[src/rtl/mux_n_stream.sv]
// mux_n_stream: N-to-1 valid/ready stream mux with external-select or
// round-robin arbitration into a single registered output stage.
module mux_n_stream #(
    parameter int N = 8,
    parameter int W = 8,
    localparam int M = $clog2(N)
) (
    input  logic           clk,
    input  logic           rst_n,
    input  logic           mode,
    input  logic [M-1:0]   sel,
    input  logic [N*W-1:0] in_data,
    input  logic [N-1:0]   in_valid,
    output logic [N-1:0]   in_ready,
    output logic [W-1:0]   out_data,
    output logic           out_valid,
    output logic [M-1:0]   out_sel,
    input  logic           out_ready
);

    logic         free;
    logic         acc;
    logic         hit;
    logic [N-1:0] g;
    logic [M-1:0] gidx;
    logic [M-1:0] idx;
    logic [M-1:0] ptr;

    // Round-robin search starts at ptr; M-bit index arithmetic wraps mod N.
    always_comb begin
        g    = '0;
        gidx = '0;
        idx  = '0;
        hit  = 1'b0;
        if (mode) begin
            for (int k = 0; k < N; k++) begin
                idx = ptr + M'(k);
                if (!hit && in_valid[idx]) begin
                    hit    = 1'b1;
                    g[idx] = 1'b1;
                    gidx   = idx;
                end
            end
        end else begin
            g[sel] = 1'b1;
            gidx   = sel;
        end
    end

    assign free     = !out_valid || out_ready;
    assign in_ready = (free && rst_n) ? g : '0;
    assign acc      = |(in_valid & in_ready);

    always_ff @(posedge clk or negedge rst_n) begin
        if (!rst_n) begin
            out_valid <= 1'b0;
            out_data  <= '0;
            out_sel   <= '0;
            ptr       <= '0;
        end else begin
            if (free) begin
                out_valid <= acc;
            end
            if (acc) begin
                out_data <= in_data[gidx*W +: W];
                out_sel  <= gidx;
                if (mode) begin
                    ptr <= gidx + M'(1);
                end
            end
        end
    end

endmodule

[config.mk]
export PLATFORM = sky130hd
export DESIGN_NAME = mux_n_stream
export DESIGN_NICKNAME = d
export VERILOG_FILES = /design/src/rtl/mux_n_stream.sv
export SDC_FILE = /design/constraint.sdc
export NUM_CORES = 1
export LEC_CHECK = 0
export ABC_CLOCK_PERIOD_IN_PS = 4600
export CORE_MARGIN = 2
export CORE_UTILIZATION = 27
export CTS_CLUSTER_SIZE = 30
export DETAILED_ROUTE_END_ITERATION = 7
export PLACE_DENSITY = 0.49
export SKIP_LAST_GASP = 1
export SLEW_MARGIN = 20
export SYNTH_ARGS = -nofsm -noshare
export SYNTH_HDL_FRONTEND = slang
export SYNTH_SLANG_ARGS = --single-unit
[constraint.sdc]
create_clock -name clk -period 4.6 [get_ports clk]
set_clock_uncertainty 0.05 [all_clocks]
set_input_delay 0.69 -clock clk [delete_from_list [all_inputs] [get_ports clk]]
set_output_delay 0.69 -clock clk [all_outputs]
set_load 0.1 [all_outputs]
; Yosys cells after proc, flatten, opt, wreduce, memory -nomap -nowiden
; Cells that the tools add are included.
[totals]
output_inout_bits = 20
latchBits = 0
ff_bits = 15
romBits = 0
elab_cells = 141
ramBits = 0
memories = 0
[classes]
eq_ne = 0
n_reduce_logical = 28
shifts = 1
n_mul = 0
add_sub_neg = 8
n_lt_le_gt_ge = 18
bitwise_logic = 8
div = 0
muxes = 74
[ops]
columns = op, n
row1 = $mux 8, 17
row2 = $shiftx 64x7->8, 1
row3 = $or 8x8->8, 7
row4 = $lt 3x4->1 const B, 9
row5 = $mux 1, 31
row6 = $demux 1 s3, 9
row7 = $ge 3x1->1 const B, 9
row8 = $mux 3, 9
row9 = $bmux 1 s3, 8
row10 = $logic_and 1x1->1, 17
row11 = $add 3x3->3 const B, 4
row12 = $and 8x8->8, 1
row13 = $logic_not 1->1, 8
row14 = $reduce_or 8->1, 1
row15 = $add 3x1->3 const B, 2
row16 = $add 3x2->3 const B, 2
row17 = $reduce_and 2->1, 1
row18 = $logic_or 1x1->1, 1

; Longest topological paths before layout
; Gate-level depths: netlist of the first run.
[logic_depth]
word_depth = 36
mapped_depth = 19

; Worst setup path before layout of the first run
; Ideal clock, no wire load.
[synth_path]
path_kind = register to output
start = register ptr[0]
end = output port in_ready[2]
path_stages_with_launch = 13
path_slack_ns = -0.565
t_arrival_ns = 4.425
cell_sequence = dfrtp_1 > buf_6 > inv_2 > buf_4 > ha_1 > buf_6 > mux2_1 > mux4_2 > o22ai_4 > buf_4 > nand4_1 > a32o_1 > a21oi_1
[synth_via]
elab_chain_cells = 33
[synth_rtl]
columns = item, line_no
row1 = start: declaration, 27  ; logic [M-1:0] ptr;
row2 = start signal: assignment, 68  ; ptr <= gidx + M'(1);
row3 = "parallel branches: the longest is 30 deep, another holds $lt 3x4->1", -
row4 = $mux 8 (*), 38  ; if (!hit && in_valid[idx]) begin
row5 = $mux 8 (*), 35  ; if (mode) begin
row6 = $mux 8 (*), 51  ; assign in_ready = (free && rst_n) ? g : '0;
row7 = end: declaration, 14  ; output logic [N-1:0] in_ready,
; Mark *: on every way between the ends. The select of a mux whose other input is x is not followed.

; Worst setup path after layout of the first run
[layout_path]
start = input port in_valid[3]
end = register ptr[1]
[layout_via]
elab_chain_cells = 36
[layout_rtl]
columns = item, line_no
row1 = start: declaration, 13  ; input logic [N-1:0] in_valid,
row2 = $bmux 1 s3, 38
row3 = $mux 1 (implied by the code), 38
row4 = $mux 1, 38
row5 = $mux 1, 35
row6 = $logic_not 1->1, 38
row7 = $logic_and 1x1->1, 38
row8 = $mux 1, 38
row9 = $mux 1, 35
row10 = [20 not listed], -
row11 = $logic_not 1->1, 38
row12 = $logic_and 1x1->1, 38
row13 = $mux 8, 38
row14 = $mux 8, 35
row15 = $mux 8, 51
row16 = $and 8x8->8, 52  ; assign acc = |(in_valid & in_ready);
row17 = $reduce_or 8->1, 52
row18 = $reduce_and 2->1 (no source line), -
; Parallel ways exist; a longest one is shown, timed or not. The select of a mux whose other input is x is not followed.
; A chain may end at the register's enable or synchronous reset.

==> metrics.txt, run 1 <==
run status finished clean; core area 11420 um^2; Worst-Margin Slew 1.016 ns; RD Place Congestion 0.9073; Synth Flop Type dfrtp_1; PnR Total Power 4.009 mW; overall global routing resource usage 20.15%; Crit. End Element flip-flop; total negative slack 0 ns; Filler cells 1222; final setup vio count 0; clock insertion delay at the later pin of the skew report 0.24 ns; arrival time worst endpoint 4.54 ns; detailed placement HPWL 10520 um; post-synth top area cell dfrtp_1; Leakage 1.813 nW; syn nets 460; FF+latch count, synth 15; Netlist cell types 82; hold path depth 2; syn avg cell area 8.444 um^2; Final Hold Viols 0; drt first pass iters 5; Synth top area share 11.89%; pins over their slew limit 0; synthesized area 3158 um^2; post-layout net count 575; Die Span X 112.2 um; ratio of cells with drive above 1 in the final layout 20.90%; clock tree sinks 15; die height 112.2 um; RSZ-0062 raised after global routing no; dpl cells 627; Finished Layout Cells 631; die area 12580 um^2; Syn-to-layout area delta 45.56%; residual DRC count 0; first-pass GRT wire length 20420 um; required time worst endpoint 4.67 ns; post-synthesis sequential area ratio 11.89%; DR vias 3707; crit path time final 4.464 ns; Final Cycle Share 97.05%; PwrDens 872.2 nW/um^2; Max Cap Viol 0; VDD IR max 239.9 uV; Clock Path Buffers 2; Fmax 224.0 MHz; gr ovfl total 0; clock share of power 4.2%; crit path launch type primary input; Gate Count Post-Synth 374; number of cells on the worst reg-to-reg path 13; multi-input combinational cell area 2551 um^2; CTS tree done; asr flop ratio synth 100.0%; Hold Path Class flip-flop to flip-flop; row count 39; combinational share of power 89.6%; initial antenna violation count 0; Sw Pwr 2.331 mW; Starting Density 27.66%; Setup Fix Bufs, Post-CTS 0; final wirelength 13150 um; clock root cell clkbuf_16; Fin Hold WS 0.4474 ns; H-tree levels 1; Int Power 1.679 mW; Slew headroom 32.05%; 1st-iter DRT viols 385; vias in the first global route 3613; TritonCTS Buffers 3; storage element area 375.4 um^2; vias per cell 5.875; Area contributors post-synth dfrtp_1, mux4_1, mux4_2, nand2_1, mux2i_1; # diodes 0; I/O pin count 99; switching share of power 58.14%; routed length per placed instance 20.84 um; Crit Path Class primary input to flip-flop; Synth warnings 0; IO buf count 98; largest net degree at the start of global routing 31; Flop pwr share 6.3%; antenna-violating nets left 0; clk slew on worst S/H paths 0.05 ns; worst-path fanout max 7; Post-synth EDFFs 0
## repair_timing
action	CTS	global route
gates resized for setup	0	2
hold endpoints to repair	0	0
hold buffers	0	0
setup endpoints to repair	0	3
## per-stage QoR
step                setup WS [ns]  utilization [%]  cell area, um^2
finish                     0.1358            40.26             4597
global route             0.005396            40.26             4597
CTS                        0.1224            40.23             4593
detailed placement       -0.02253            39.54             4514
global placement          -0.1173            39.54             4514
floorplan                 0.05089                -             3169
## critical path, cell delays in order
cell and delay [ns]:
clkdlybuf4s50_1 0.73, mux2i_1 0.24, a22o_1 0.28, o211a_1 0.26, a31oi_1 0.43, a211oi_1 0.19, o311a_1 0.38, or4_1 0.63
nor3_4 0.25, nand2b_4 0.16, mux2_4 0.29
## cells in the mapped netlist (7+ instances only)
cell	count
a21oi_1	29
nand4_1	7
nand2_1	42
a221o_2	8
nor4_1	8
inv_1	10
mux4_2	8
mux2i_1	15
mux4_1	10
nand3_1	19
ha_1	7
mux2_2	8
a31oi_1	19
nor2_1	24
o21ai_0	13
buf_4	7
dfrtp_1	15
## layout by cell type, fill, tap and decap left out, types with 6 or more instances in the layout
master,n
ha_1,7
nand4_1,7
nor2_1,23
clkdlybuf4s50_1,90
a31oi_1,19
a221o_2,8
mux2i_1,15
inv_1,10
nand3_1,19
a21oi_1,28
nand2_1,42
buf_4,35
buf_12,10
mux4_2,9
dfrtp_1,15
and3_1,6
o21ai_0,13
nor4_1,8
mux4_1,9
mux2_2,8
## sequential cells by signal (all words and copies together), names as in the netlist
signal and count:
out_valid 1, out_sel 3, ptr 3, out_data 8
## power by group through the flow
stage / clock network (mW) / registers [mW] / logic, mW
2_1_floorplan: 0 / 0.639 / 2.18
3_3_place_gp: 0 / 0.249 / 3.58
3_5_place_dp: 0 / 0.252 / 3.52
4_1_cts: 0.173 / 0.251 / 3.53
5_1_grt: 0.179 / 0.260 / 3.82
6_report: 0.167 / 0.251 / 3.59
## layout make-up
class                           instances  share of cell area (%)
Multi-Input combinational cell        321                   55.50
Timing Repair Buffer                  135                   29.67
Sequential cell                        15                   8.165
Tap cell                              143                   3.892
Clock buffer                            4                   1.715
Inverter                               13                   1.062
## worst paths after layout
path	endpoint	slack, ns	startpoint
max	ptr[1]$_DFFE_PN0P_	0.14	in_valid[3]
min	out_sel[1]$_DFFE_PN0P_	0.45	out_sel[1]$_DFFE_PN0P_
max reg2reg	out_data[1]$_DFFE_PN0P_	0.35	ptr[1]$_DFFE_PN0P_
min reg2reg	out_sel[1]$_DFFE_PN0P_	0.45	out_sel[1]$_DFFE_PN0P_
max in group asynchronous	ptr[0]$_DFFE_PN0P_	3.59	rst_n
min in group asynchronous	out_sel[1]$_DFFE_PN0P_	0.73	rst_n
## cell families after synthesis
group	after synthesis	synth area share (%)
adders and majority gates	7	2.773
DFF	15	11.89
and+or+nand+nor	144	24.33
AOI/OAI and AO/OA	119	27.46
xor gates and xnor gates	5	1.625
buffers and inverters	38	8.042
muxes	46	23.89
## routing by layer
metal / track usage, % / vias up / wire length [um]
met5: 0 / - / 0
met4: 4.634 / 0 / 233
met3: 3.402 / 22 / 982
met2: 31.53 / 178 / 6103
met1: 29.11 / 1783 / 5829
li1: - / 1724 / -
(Power assumes the default switching activity.)
==> run 2, diff against run 1 <==
--- a/config.mk
+++ b/config.mk
@@ -16,3 +16,4 @@
 export SYNTH_ARGS = -nofsm -noshare
 export SYNTH_HDL_FRONTEND = slang
 export SYNTH_SLANG_ARGS = --single-unit
+export TNS_END_PERCENT = 10
==> metrics.txt, run 2 (synthesized netlist as in run 1, its figures left out) <==
run status finished clean; vias per cell 5.888 (+0.22%); CP cell instances clkdlybuf4s50_1 -> mux2_1 -> mux4_2 -> o22ai_4 -> buf_4 -> nand3_1 -> a31oi_1 -> o31a_1 -> buf_4 -> buf_12; largest net degree at the start of global routing 31 (unchanged); final wirelength 12430 um (-5.4%); antenna-violating nets left 0 (unchanged); ratio of cells with drive above 1 in the final layout 20.45% (-0.45 points); Starting Density 27.66% (unchanged); post-route cell area 4623 um^2 (+0.57%); TritonCTS Buffers 3 (unchanged); most common cell after layout, fill and taps aside clkdlybuf4s50_1; dpl cells 625 (-0.32%); Fin Hold WS 0.4483 ns (+0.0009010 ns); overall global routing resource usage 19.06% (-1.1 points); die area 12580 um^2 (unchanged); max reg flops 8 (unchanged); Hold Path Class flip-flop to flip-flop; final setup vio count 0 (unchanged); drt first pass iters 5 (unchanged); PwrDens 879.5 nW/um^2 (+0.84%); crit path launch type primary input; 1st-iter DRT viols 329 (-15%); arrival time worst endpoint 3.72 ns (-0.82 ns); Crit. End Element output pin; Max Cap Viol 0 (unchanged); detailed placement HPWL 10050 um (-4.5%); DR vias 3721 (+0.38%); residual DRC count 0 (unchanged); routed length per placed instance 19.67 um (-5.6%); most used cell, CP buf_4; I/O pin count 99 (unchanged); Clock Path Buffers 2 (unchanged); RSZ-0062 raised after global routing no; first-pass GRT wire length 19380 um (-5.1%); Die Span X 112.2 um (unchanged); Worst path top cell family by delay buffers and inverters; Worst-Margin Slew 1.012 ns (-0.004371 ns); Critical Path Max Stage Delay 0.57 ns (-0.16 ns); required time worst endpoint 3.86 ns (-0.81 ns); vias in the first global route 3519 (-2.6%); Leakage 1.856 nW (+2.3%); largest registers out_data (8), out_sel (3), ptr (3); CTS tree done; row count 39 (unchanged); clock tree sinks 15 (unchanged); worst-path fanout max 11 (+4); Finished Layout Cells 632 (+0.16%); Crit Path Class primary input to output pin; clock insertion delay at the later pin of the skew report 0.25 ns (about the same); initial antenna violation count 0 (unchanged); pins over their slew limit 0 (unchanged); Final Cycle Share 96.90% (-0.15 points); Slew headroom 32.35% (+0.29 points); Fmax 224.4 MHz (+0.16%); Top reg by flops out_data; Critical path buffers and inverters 4 (+3); RD Place Congestion 1.058 (+17%); Final Hold Viols 0 (unchanged); # diodes 0 (unchanged); die height 112.2 um (unchanged); IO buf count 98 (unchanged); post-layout net count 576 (+0.17%); clock root cell clkbuf_16; CP max stage cell mux4_2; crit path time final 4.457 ns (-0.007018 ns); gr ovfl total 0 (unchanged); core area 11420 um^2 (unchanged); Syn-to-layout area delta 46.39%; Placed Area 4504 um^2 (-0.22%); commonest cells after routing, fill and taps aside clkdlybuf4s50_1, nand2_1, buf_4; clk slew on worst S/H paths 0.04 ns (about the same); H-tree levels 1 (unchanged); VDD IR max 277.4 uV (+16%)
-- run 2: repair_timing --
item | CTS | global route
hold buffers | 0 | 0
setup endpoints to repair | 0 | 6
resized for setup | 0 | 7
endpoints found under the hold margin | 0 | 0
buffers inserted | 0 | 3
-- run 2: per-stage QoR --
step | TNS, ns | util, % | power (mW) | setup slack, ns
2_1_floorplan | -1.264 | - | 2.817 | -0.3414
3_3_place_gp | -0.1531 | 39.45 | 3.814 | -0.04967
3_5_place_dp | -0.1155 | 39.45 | 3.779 | -0.04960
4_1_cts | 0 | 40.14 | 3.961 | 0.07142
5_1_grt | 0 | 40.49 | 4.299 | 0.01255
6_report | 0 | 40.49 | 4.066 | 0.1428
-- run 2: layer usage --
layer / global-route usage (%) / part of all wire (%)
met5: 0 / 0
met4: 7.398 / 3.9
met3: 1.944 / 7.6
met2: 30.72 / 46
met1: 26.34 / 42
-- run 2: final timing paths --
kind,slack [ns],startpoint,cells past startpoint,endpoint
max in group asynchronous,3.59,rst_n,2,out_data[1]$_DFFE_PN0P_
max reg2reg,0.27,ptr[1]$_DFFE_PN0P_,13,out_data[3]$_DFFE_PN0P_
min reg2reg,0.45,out_sel[2]$_DFFE_PN0P_,2,out_sel[2]$_DFFE_PN0P_
min in group asynchronous,0.72,rst_n,2,out_data[4]$_DFFE_PN0P_
min,0.45,out_sel[2]$_DFFE_PN0P_,2,out_sel[2]$_DFFE_PN0P_
max,0.14,in_valid[7],10,in_ready[7]
-- run 2: layout make-up --
cell class	count	area, um^2
Sequential cell	15	375.4
Timing Repair Buffer	136	1406
Tap cell	143	178.9
Inverter	13	48.80
Multi-Input combinational cell	321	2535
Fill cell	1170	6795
Clock buffer	4	78.83
-- run 2: worst min-delay path: cells and delay by family (launching register included) --
family / cells / cell delay [ns]
simple gates: 1 / 0.05
flops: 1 / 0.35
compound gates: 1 / 0.06
-- run 2: power by group --
group          switching, mW  total [mW]  internal [mW]
registers             0.0377       0.242          0.204
logic                   2.24        3.66           1.42
clock network         0.0515       0.169          0.117
==> run 3, diff against run 2 <==
--- a/config.mk
+++ b/config.mk
@@ -12,7 +12,6 @@
 export DETAILED_ROUTE_END_ITERATION = 7
 export PLACE_DENSITY = 0.49
 export SKIP_LAST_GASP = 1
-export SLEW_MARGIN = 20
 export SYNTH_ARGS = -nofsm -noshare
 export SYNTH_HDL_FRONTEND = slang
 export SYNTH_SLANG_ARGS = --single-unit
==> constraint.sdc (replaced) <==
create_clock -name clk -period 4.6 [get_ports clk]
set_clock_uncertainty 0.05 [all_clocks]
set_input_delay 0.69 -clock clk [delete_from_list [all_inputs] [get_ports clk]]
set_output_delay 0.69 -clock clk [all_outputs]
set_load 0.02 [all_outputs]
==> metrics.txt, run 3 (synthesized netlist as in run 1, its figures left out) <==
die area 12580 um^2 (unchanged); storage element area 375.4 um^2 (unchanged); residual DRC count 0 (unchanged); clock tree sinks 15 (unchanged); Syn-to-layout area delta 44.29%; arrival time worst endpoint 3.92 ns (+0.20 ns); 1st-iter DRT viols 289 (-12%); # diodes 0 (unchanged); required time worst endpoint 3.86 ns (about the same); pins over their slew limit 0 (unchanged); wire length on met2 6336 um (+11%); gr ovfl total 0 (unchanged); worst setup margin -0.06117 ns (-0.2039 ns); first-pass GRT wire length 20490 um (+5.7%); Leakage 1.817 nW (-2.1%); Crit Path Class primary input to output pin; crit path time final 4.661 ns (+0.2039 ns); max reg flops 8 (unchanged); clock insertion delay at the later pin of the skew report 0.25 ns (about the same); vias in the first global route 3656 (+3.9%); antenna-violating nets left 0 (unchanged); clock root cell clkbuf_16; Final Hold Viols 0 (unchanged); Final Cycle Share 101.3% (+4.4 points); TritonCTS Buffers 3 (unchanged); initial antenna violation count 0 (unchanged); H-tree levels 1 (unchanged); clk slew on worst S/H paths 0.04 ns (about the same); Slew headroom 52.82% (+20 points); DR vias 3731 (+0.27%); final setup vio count 3 (+3); Hold Path Class flip-flop to flip-flop; Max Used Layer met4; multi-input combinational cell area 2545 um^2 (+0.39%); VDD IR max 265.0 uV (-4.5%); Setup Fix Bufs, Post-CTS 0 (unchanged); worst-path fanout max 7 (-4); ratio of cells with drive above 1 in the final layout 19.11% (-1.3 points); crit path launch type primary input; dpl ws -0.1757 ns (-0.1261 ns); RSZ-0062 raised after global routing yes; met1 wire length 5830 um (+10%); most common cell after layout, fill and taps aside clkdlybuf4s50_1; Filler cells 1187 (+1.5%); failing checks setup timing; post-layout net count 579 (+0.52%); Final Util 39.91% (-0.58 points); final wirelength 13020 um (+4.7%); IO buf count 98 (unchanged); Worst-Margin Slew 0.6989 ns (-0.3128 ns); CTS tree done; commonest cells after routing, fill and taps aside clkdlybuf4s50_1, nand2_1, buf_4; Die Span X 112.2 um (unchanged); run status complete, but fails checks; core area 11420 um^2 (unchanged); hold buffers post-CTS 0 (unchanged); Top reg by flops out_data; Met3 Wirelength 697 um (-26%); routed length per placed instance 20.50 um (+4.2%); Clock Path Buffers 2 (unchanged); Fmax 214.5 MHz (-4.4%); total negative slack -0.08611 ns (-0.08611 ns); largest registers out_data (8), out_sel (3), ptr (3); row count 39 (unchanged); detailed placement HPWL 10470 um (+4.2%); RD Place Congestion 1.037 (-2.0%); overall global routing resource usage 20.10% (+1.0 points); drt first pass iters 5 (unchanged); I/O pin count 99 (unchanged); Max Cap Viol 0 (unchanged); vias per cell 5.876 (-0.20%); Crit. End Element output pin; largest net degree at the start of global routing 31 (unchanged); Placed Area 4466 um^2 (-0.86%); post-route cell area 4557 um^2 (-1.4%); Starting Density 27.66% (unchanged); die height 112.2 um (unchanged); PwrDens 789.6 nW/um^2 (-10%)
[run 3: layout make-up]
class	count	share of cell area [%]
flip-flops and latches	15	8.237
inverters	13	1.071
multi-input cells	321	55.85
repair buffers	139	29.16
clock buffers	3	1.647
clock inverters	1	0.1098
well taps	143	3.926
[run 3: metrics by stage]
| stage | power, mW | hold slack [ns] | std cells |
|---|---|---|---|
| 2_1_floorplan | 2.400 | 0.3444 | 374 |
| 3_3_place_gp | 3.414 | 0.4267 | 631 |
| 3_5_place_dp | 3.377 | 0.4397 | 631 |
| 4_1_cts | 3.570 | 0.4545 | 635 |
| 5_1_grt | 3.848 | 0.4842 | 635 |
| 6_report | 3.598 | 0.4458 | 635 |
[run 3: critical path, cell delays in order]
cell and delay [ns]:
clkdlybuf4s50_1 0.57, mux2_2 0.36, mux4_2 0.55, o41ai_1 0.50, buf_4 0.20, a31oi_1 0.08
a31oi_1 0.17, o31a_1 0.19, clkdlybuf4s50_1 0.61
[run 3: report_power, final]
group	internal, mW	total, mW	switching, mW
Sequential	0.204	0.241	0.0373
Combinational	1.36	3.19	1.83
Clock	0.116	0.168	0.0520
[run 3: final timing paths]
path,from,to,slack (ns),cells past startpoint
hold reg to reg,out_sel[2]$_DFFE_PN0P_,out_sel[2]$_DFFE_PN0P_,0.45,2
setup reg to reg,ptr[0]$_DFFE_PN0P_,ptr[1]$_DFFE_PN0P_,0.30,12
setup / recovery,in_valid[3],in_ready[7],-0.06,9
hold / removal,out_sel[2]$_DFFE_PN0P_,out_sel[2]$_DFFE_PN0P_,0.45,2
max in group asynchronous,rst_n,out_data[4]$_DFFE_PN0P_,3.58,2
min in group asynchronous,rst_n,out_data[7]$_DFFE_PN0P_,0.72,2
[run 3: repair_timing]
item                                    4_1_cts  5_1_grt
pin swaps                                     1        0
gates resized for setup                       2        1
endpoints found under the setup margin        4        9
[run 3: layer usage]
| layer | track usage (%) | vias up |
|---|---|---|
| met4 | 3.415 | 0 |
| met5 | 0 | - |
| li1 | - | 1730 |
| met1 | 28.28 | 1822 |
| met2 | 34.10 | 161 |
| met3 | 1.890 | 18 |
